===== config.mk =====
export PLATFORM = sky130hd
export DESIGN_NAME = counter_ctrl_flat
export DESIGN_NICKNAME = d
export VERILOG_FILES = /design/src/rtl/counter_ctrl_if.sv /design/src/rtl/counter_ctrl.sv /design/src/flat_wrapper.sv
export SDC_FILE = /design/constraint.sdc
export NUM_CORES = 1
export LEC_CHECK = 0
export CORE_ASPECT_RATIO = 1.2
export CORE_MARGIN = 10
export CORE_UTILIZATION = 29
export DETAILED_ROUTE_END_ITERATION = 8
export PLACE_DENSITY = 0.5
export SYNTH_ARGS = -nofsm -noshare
export SYNTH_HDL_FRONTEND = slang
export SYNTH_SLANG_ARGS = --single-unit

===== constraint.sdc =====
create_clock -name clk -period 4.1 [get_ports clk]
set_clock_uncertainty 0.1 [all_clocks]
set_input_delay 0.41 -clock clk [delete_from_list [all_inputs] [get_ports clk]]
set_output_delay 0.41 -clock clk [all_outputs]
set_load 0.005 [all_outputs]

===== src/rtl/counter_ctrl_if.sv =====
// Control/status bundle between a sequencing master and the counter controller.
// The master drives the command side; the controller returns count and status.
interface counter_ctrl_if #(
    parameter int WIDTH = 8
);
    logic             start;
    logic             pause;
    logic             abort;
    logic             auto_reload;
    logic [WIDTH-1:0] start_val;
    logic [WIDTH-1:0] top_val;
    logic [WIDTH-1:0] value;
    logic             busy;
    logic             done;
    logic [1:0]       state;

    modport master (
        output start, pause, abort, auto_reload, start_val, top_val,
        input  value, busy, done, state
    );

    modport slave (
        input  start, pause, abort, auto_reload, start_val, top_val,
        output value, busy, done, state
    );
endinterface


===== src/rtl/counter_ctrl.sv =====
// Sequencing controller for an up-counter: loads a start value, counts to a
// latched terminal value, then stops (one-shot) or reloads (periodic).
module counter_ctrl #(
    parameter int WIDTH = 8
) (
    input  logic           clk,
    input  logic           reset,
    counter_ctrl_if.slave  bus
);
    typedef enum logic [1:0] {
        S_IDLE = 2'b00,
        S_RUN  = 2'b01,
        S_HOLD = 2'b10,
        S_DONE = 2'b11
    } state_e;

    state_e           state_q;
    logic [WIDTH-1:0] value_q;
    logic [WIDTH-1:0] start_q;
    logic [WIDTH-1:0] top_q;
    logic             reload_q;
    logic             done_q;

    logic             at_top_d;
    logic [WIDTH-1:0] value_inc_d;

    always_comb begin
        at_top_d    = (value_q == top_q);
        value_inc_d = value_q + WIDTH'(1);
    end

    // Priority on every edge: reset > abort > start > per-state behaviour.
    always_ff @(posedge clk) begin
        if (reset) begin
            state_q  <= S_IDLE;
            value_q  <= '0;
            start_q  <= '0;
            top_q    <= '0;
            reload_q <= 1'b0;
            done_q   <= 1'b0;
        end else if (bus.abort) begin
            state_q <= S_IDLE;
            value_q <= '0;
            done_q  <= 1'b0;
        end else if (bus.start) begin
            start_q  <= bus.start_val;
            top_q    <= bus.top_val;
            reload_q <= bus.auto_reload;
            value_q  <= bus.start_val;
            state_q  <= S_RUN;
            done_q   <= 1'b0;
        end else begin
            done_q <= 1'b0;
            case (state_q)
                S_RUN: begin
                    // Pause wins over the terminal check; no increment on the pausing edge.
                    if (bus.pause) begin
                        state_q <= S_HOLD;
                    end else if (at_top_d) begin
                        done_q <= 1'b1;
                        if (reload_q) begin
                            value_q <= start_q;
                        end else begin
                            state_q <= S_DONE;
                        end
                    end else begin
                        value_q <= value_inc_d;
                    end
                end
                S_HOLD: begin
                    if (!bus.pause) begin
                        state_q <= S_RUN;
                    end
                end
                S_IDLE: begin
                end
                S_DONE: begin
                end
                default: begin
                    state_q <= S_IDLE;
                end
            endcase
        end
    end

    assign bus.value = value_q;
    assign bus.done  = done_q;
    assign bus.state = state_q;
    assign bus.busy  = (state_q == S_RUN) || (state_q == S_HOLD);
endmodule


===== src/flat_wrapper.sv =====
// flat-port wrapper written by rule: the top's interface ports become plain ports
module counter_ctrl_flat 
#(
    parameter int WIDTH = 8
)
  (clk, reset, bus_start, bus_pause, bus_abort, bus_auto_reload, bus_start_val, bus_top_val, bus_value, bus_busy, bus_done, bus_state);
  counter_ctrl_if #(.WIDTH(WIDTH)) bus_i ();
  input  logic clk;
  input  logic reset;
  input wire logic [$bits(bus_i.start)-1:0] bus_start;
  input wire logic [$bits(bus_i.pause)-1:0] bus_pause;
  input wire logic [$bits(bus_i.abort)-1:0] bus_abort;
  input wire logic [$bits(bus_i.auto_reload)-1:0] bus_auto_reload;
  input wire logic [$bits(bus_i.start_val)-1:0] bus_start_val;
  input wire logic [$bits(bus_i.top_val)-1:0] bus_top_val;
  output wire logic [$bits(bus_i.value)-1:0] bus_value;
  output wire logic [$bits(bus_i.busy)-1:0] bus_busy;
  output wire logic [$bits(bus_i.done)-1:0] bus_done;
  output wire logic [$bits(bus_i.state)-1:0] bus_state;
  assign bus_i.start = bus_start;
  assign bus_i.pause = bus_pause;
  assign bus_i.abort = bus_abort;
  assign bus_i.auto_reload = bus_auto_reload;
  assign bus_i.start_val = bus_start_val;
  assign bus_i.top_val = bus_top_val;
  assign bus_value = bus_i.value;
  assign bus_busy = bus_i.busy;
  assign bus_done = bus_i.done;
  assign bus_state = bus_i.state;
  counter_ctrl #(.WIDTH(WIDTH)) u_core (.clk(clk), .reset(reset), .bus(bus_i));
endmodule

# Yosys cells after proc, flatten, opt, wreduce, memory -nomap -nowiden
# Cells that the tools add are included.
[totals] output_inout_bits=12 wordCells=44 reg_bits=28 inputBits=22
[op_classes] eq_ne=11 n_addsub=1 bitwise=2 reduce_logical=11 muxes=12
[op_table] op="$mux 8" n=5
[op_table] op="$add 8x1->8 const B" n=1
[op_table] op="$eq 8x8->1" n=1
[op_table] op="$mux 2" n=4
[op_table] op="$reduce_and 4->1" n=2
[op_table] op="$ne 3x2->1 const B" n=2
[op_table] op="$ne 3x3->1 const B" n=2
[op_table] op="$reduce_or 5->1" n=1
[op_table] op="$ne 2x2->1 const B" n=2
[op_table] op="$ne 4x3->1 const B" n=1
[op_table] op="$ne 4x4->1 const B" n=1
[op_table] op="$pmux 2 s2" n=1
[op_table] op="$reduce_bool 2->1" n=2
[op_table] op="$reduce_and 3->1" n=1
[op_table] op="$reduce_bool 3->1" n=1
[op_table] op="$reduce_or 3->1" n=1
[op_table] op="$eq 2x1->1 const B" n=1
[op_table] op="$eq 2x2->1 const B" n=1
[op_table] op="$mux 1" n=2
[op_table] op="$not 1->1" n=2
[op_table] op="$reduce_and 2->1" n=1
[op_table] op="$reduce_or 2->1" n=1
[op_table] op="$logic_or 1x1->1" n=1

# Depth between registers and ports, before layout
[depth] word_depth=5 depth_mapped=7 depth_no_buf=7

# Least setup slack after synthesis
# No wires, ideal clock.
[synth_timing] path_kind="register to register" from="register u_core.value_q[0] (netlist: u_core.bus.value[0])" to="register u_core.value_q[7] (netlist: u_core.bus.value[7])" setup_slack_ns=2.279 setup_time_ns=0.117 stages_incl_launch_ff=7 period_less_slack_ns=1.821 arrival_ns=1.603 n_path_buf=1 required_time_ns=3.883 path_cell_list="dfxtp_1 -> buf_6 -> xnor2_2 -> nand4_2 -> or4_1 -> a21o_1 -> a32o_1"
[synth_between] elab_chain_len=5
[synth_lines] item="start: declaration" line="counter_ctrl.sv:18" text="logic [WIDTH-1:0] value_q;"
[synth_lines] item="start signal: assignment" line="counter_ctrl.sv:49" text="value_q <= bus.start_val;"
[synth_lines] item="start signal: assignment" line="counter_ctrl.sv:62" text="value_q <= start_q;"
[synth_lines] item="start signal: assignment" line="counter_ctrl.sv:67" text="value_q <= value_inc_d;"
[synth_lines] item="$add 8x1->8 or $eq 8x8->1 (tied branches)" line="counter_ctrl.sv:29, counter_ctrl.sv:28"
[synth_lines] item="$mux 8" line="counter_ctrl.sv:59" text="end else if (at_top_d) begin"
[synth_lines] item="$mux 8" line="counter_ctrl.sv:57" text="if (bus.pause) begin"
[synth_lines] item="$mux 8" line="counter_ctrl.sv:54" text="case (state_q)"
[synth_lines] item="$mux 8" line="counter_ctrl.sv:45" text="end else if (bus.start) begin"
# Several ways; a longest one is shown, not always the timed one. The select of a mux whose other input is x is not followed.
# A chain may end at the register's enable or synchronous reset.

# Worst setup path after layout
[layout_timing] from="register u_core.value_q[2] (netlist: u_core.bus.value[2])" to="register u_core.value_q[1] (netlist: u_core.bus.value[1])"
[layout_between] elab_chain_len=5
[layout_lines] item="$eq 8x8->1 *" line="counter_ctrl.sv:28" text="at_top_d = (value_q == top_q);"
[layout_lines] item="$mux 8" line="counter_ctrl.sv:59"
[layout_lines] item="$mux 8" line="counter_ctrl.sv:57"
[layout_lines] item="$mux 8" line="counter_ctrl.sv:54"
[layout_lines] item="$mux 8" line="counter_ctrl.sv:45"
# Every way passes the cells marked *; elsewhere a longest branch is shown, timed or not. The select of a mux whose other input is x is not followed.

==> results.yml <==
placed_design:
  dpl.hpwl_um: 3440
  gp_congestion: 0.821
  io_buffers: 33
  placedCellCount: 276
  post_dp_cell_area_mm2: 0.00196
critical_path:
  rr_startpoint: "u_core.bus.value[2]"
  path_max_fanout: 12
  r2r_cells: 5
  reg2reg_to: "u_core.bus.value[1]"
  crit_start: "u_core.bus.value[2]"
  worstSetupStartpointType: "register"
  critPathKind: "reg -> reg"
  cp-endpoint: "u_core.bus.value[1]"
  end_kind: "register"
  required_ns: 4.19
  worst-r2r-setup-slack_ns: 1.88
  critPathArrivalTime_ns: 2.30
routing:
  met1_length_um: 1990
  wl_met2_um: 2230
  dr_wl_met3_um: 167
  firstDrtPassIters: 4
  routed_wl_um: 4490
  drtIter0Drc: 120
  drc: 0
  top_layer: "met4"
  drtAntennaViolNets: 0
  vias: 1437
  avgRoutedWirePerCell_um: 16.1
  viasPerCell: 5.13
finish:
  area_growth_pct: 27.1
  stdcell_count: 280
  drive_gt1_frac: 0.0826
  stdcell_area_mm2: 0.00203
  layout.nets: 244
  n_antenna_cell: 0
timing:
  timing_hold_violations_final: 0
  worstMarginPinSlew_ns: 0.756
  period_share: 0.541
  setup-tns-final_ns: 0
  period_needed_ns: 2.22
  setup_viol: 0
  slew_violations: 0
  rsz0062_at_grt: "false"
  clock.fmax_ghz: 0.451
  slew_headroom: 0.494
clock_tree:
  path_clk_slew_ns: 0.10
  cts_setup_buffers: 0
  cts_buffers: 3
  clock-sinks: 28
  cts_tree: "yes"
  cts_htree_levels: 1
  clock_latency_ns: 0.28
  cts_root_buf: "clkbuf_8"
  cts-resized-gates: 0
  cts_max_path_buffers: 2
  holdBufCountCts: 0
synth:
  synth_edf_count: 0
  synth_area_leader_cell: "dfxtp_1"
  synth_simple_gate_area_frac: 0.200
  syn_nets: 214
  synthTopCellsByArea: "dfxtp_1, nand2_1, a21oi_1, a32o_1, mux2i_1"
  synthCells: 189
  ys_top_cells_by_count: "nand2_1, dfxtp_1, a21oi_1, nor2_1"
  synth_sequential_area_ratio: 0.351
  synth.top_cell.area_share: 0.351
  yosysMostFrequentCell: "nand2_1"
  synthXorXnorAreaFrac: 0.103
  synth-compound-area-share: 0.220
  synth_seq_cells: 28
  synthMuxAreaShare: 0.0376
  ys.warnings.count: 0
  netlist_area_mm2: 0.00160
  synth_cell_types: 37
  synthAdderAreaFrac: 0.0235
  synthFlopType: "dfxtp_1"
  synth_top_family_by_area: "compound AO/OA/AOI/OAI gates"
  syn_area_per_cell_um2: 8.45
  synthArstFlopShare: 0
global_route:
  grt_pass1_vias: 1516
  grt_max_degree: 19
  grt_pass1_wl_um: 7670
  antenna_found_initial: 0
  grt.overflow.total: 0
  track_usage: 0.105
hold_path:
  hold_path_class: "reg -> reg"
floorplan:
  num_rows: 29
  core-area_mm2: 0.00530
  start_util: 0.301
  fp.dieW_um: 87.7
  die_area_mm2: 0.00889
  num_io_pins: 34
  die_h_um: 101
power_and_ir_drop:
  cellPowerDensity_mw_per_mm2: 319
  p_leak_nw: 0.690
  ir_worst_vdd_v: 0.000140
run_status:
  status: "complete, no violations"
job:
  maxCapViolCount: 0
-- logic make-up after synthesis --
logic type / Yosys count
AO/OA/AOI/OAI: 53
XOR/XNOR: 12
adder cells (fa/ha/maj): 3
buffers and inverters: 19
flip-flops: 28
multiplexers: 6
AND/OR/NAND/NOR: 68
-- report_power, final --
group | leakage (nW) | total [W] | internal [W] | switching, W
registers | 0.229 | 0.000300 | 0.000283 | 0.0000162
clock network | 0.0357 | 0.000222 | 0.000131 | 0.0000912
logic | 0.426 | 0.000126 | 0.0000628 | 0.0000636
-- cell usage in the layout, fill, tap and decap left out, drive strengths merged, types with 4 or more instances in the layout --
cell / netlist / layout
a31oi: 7 / 7
xnor2: 10 / 10
o31ai: 4 / 4
clkdlybuf4s50: 0 / 33
a32o: 6 / 6
dfxtp: 28 / 28
nand2: 42 / 42
nand3: 4 / 4
nor2: 8 / 8
mux2i: 6 / 6
nor3: 4 / 4
a21oi: 19 / 19
buf: 5 / 4
o21ai: 7 / 7
inv: 7 / 7
-- area by class of cell --
type / count / area, um^2
fillers: 576 / 3270
clock inverters: 1 / 30.0
multi-input cells: 142 / 933
flip-flops and latches: 28 / 561
clock buffers: 3 / 41.3
repair buffers: 37 / 360
inverters: 7 / 26.3
well taps: 62 / 77.6
-- flip-flops by register name (all words and copies together) (netlist names) --
name,flops
u_core.bus.done,1
u_core.top_q,8
u_core.start_q,8
u_core.reload_q,1
u_core.bus.state,2
u_core.bus.value,8
-- critical path, cell delays in order, from the launching register on --
cell and delay (ns):
dfxtp_1 0.61, xnor2_4 0.16, nand4_2 0.16, nor3_2 0.65
o21bai_1 0.16, a32o_1 0.28
-- routing by layer --
| layer | vias to the layer above | global-route usage |
|---|---|---|
| met2 | 33 | 0.182 |
| met3 | 7 | 0.0145 |
| met4 | 0 | 0.0405 |
| li1 | 729 | - |
| met5 | - | 0 |
| met1 | 668 | 0.127 |
-- worst min path at each step --
stage | start | cells after the start | endpoint | slack [ns]
after floorplan | u_core.start_q[7] | 2 | u_core.start_q[7] | 0.33
after global placement | u_core.start_q[2] | 2 | u_core.start_q[2] | 0.34
after detailed placement | u_core.start_q[6] | 2 | u_core.start_q[6] | 0.35
after CTS | u_core.start_q[6] | 2 | u_core.start_q[6] | 0.36
after global routing | u_core.start_q[3] | 2 | u_core.start_q[3] | 0.38
final | u_core.start_q[6] | 2 | u_core.start_q[6] | 0.36
-- through the flow --
| stage | setup WS [ns] | hold WS [ns] | total power (W) | utilization |
|---|---|---|---|---|
| 2_1_floorplan | 2.28 | 0.331 | 0.000382 | - |
| 3_3_place_gp | 1.80 | 0.343 | 0.000434 | 0.370 |
| 3_5_place_dp | 1.81 | 0.349 | 0.000434 | 0.370 |
| 4_1_cts | 1.88 | 0.364 | 0.000656 | 0.383 |
| 5_1_grt | 1.62 | 0.382 | 0.000678 | 0.383 |
| 6_report | 1.88 | 0.361 | 0.000648 | 0.383 |
No activity file was read; power rests on OpenSTA's default activity.
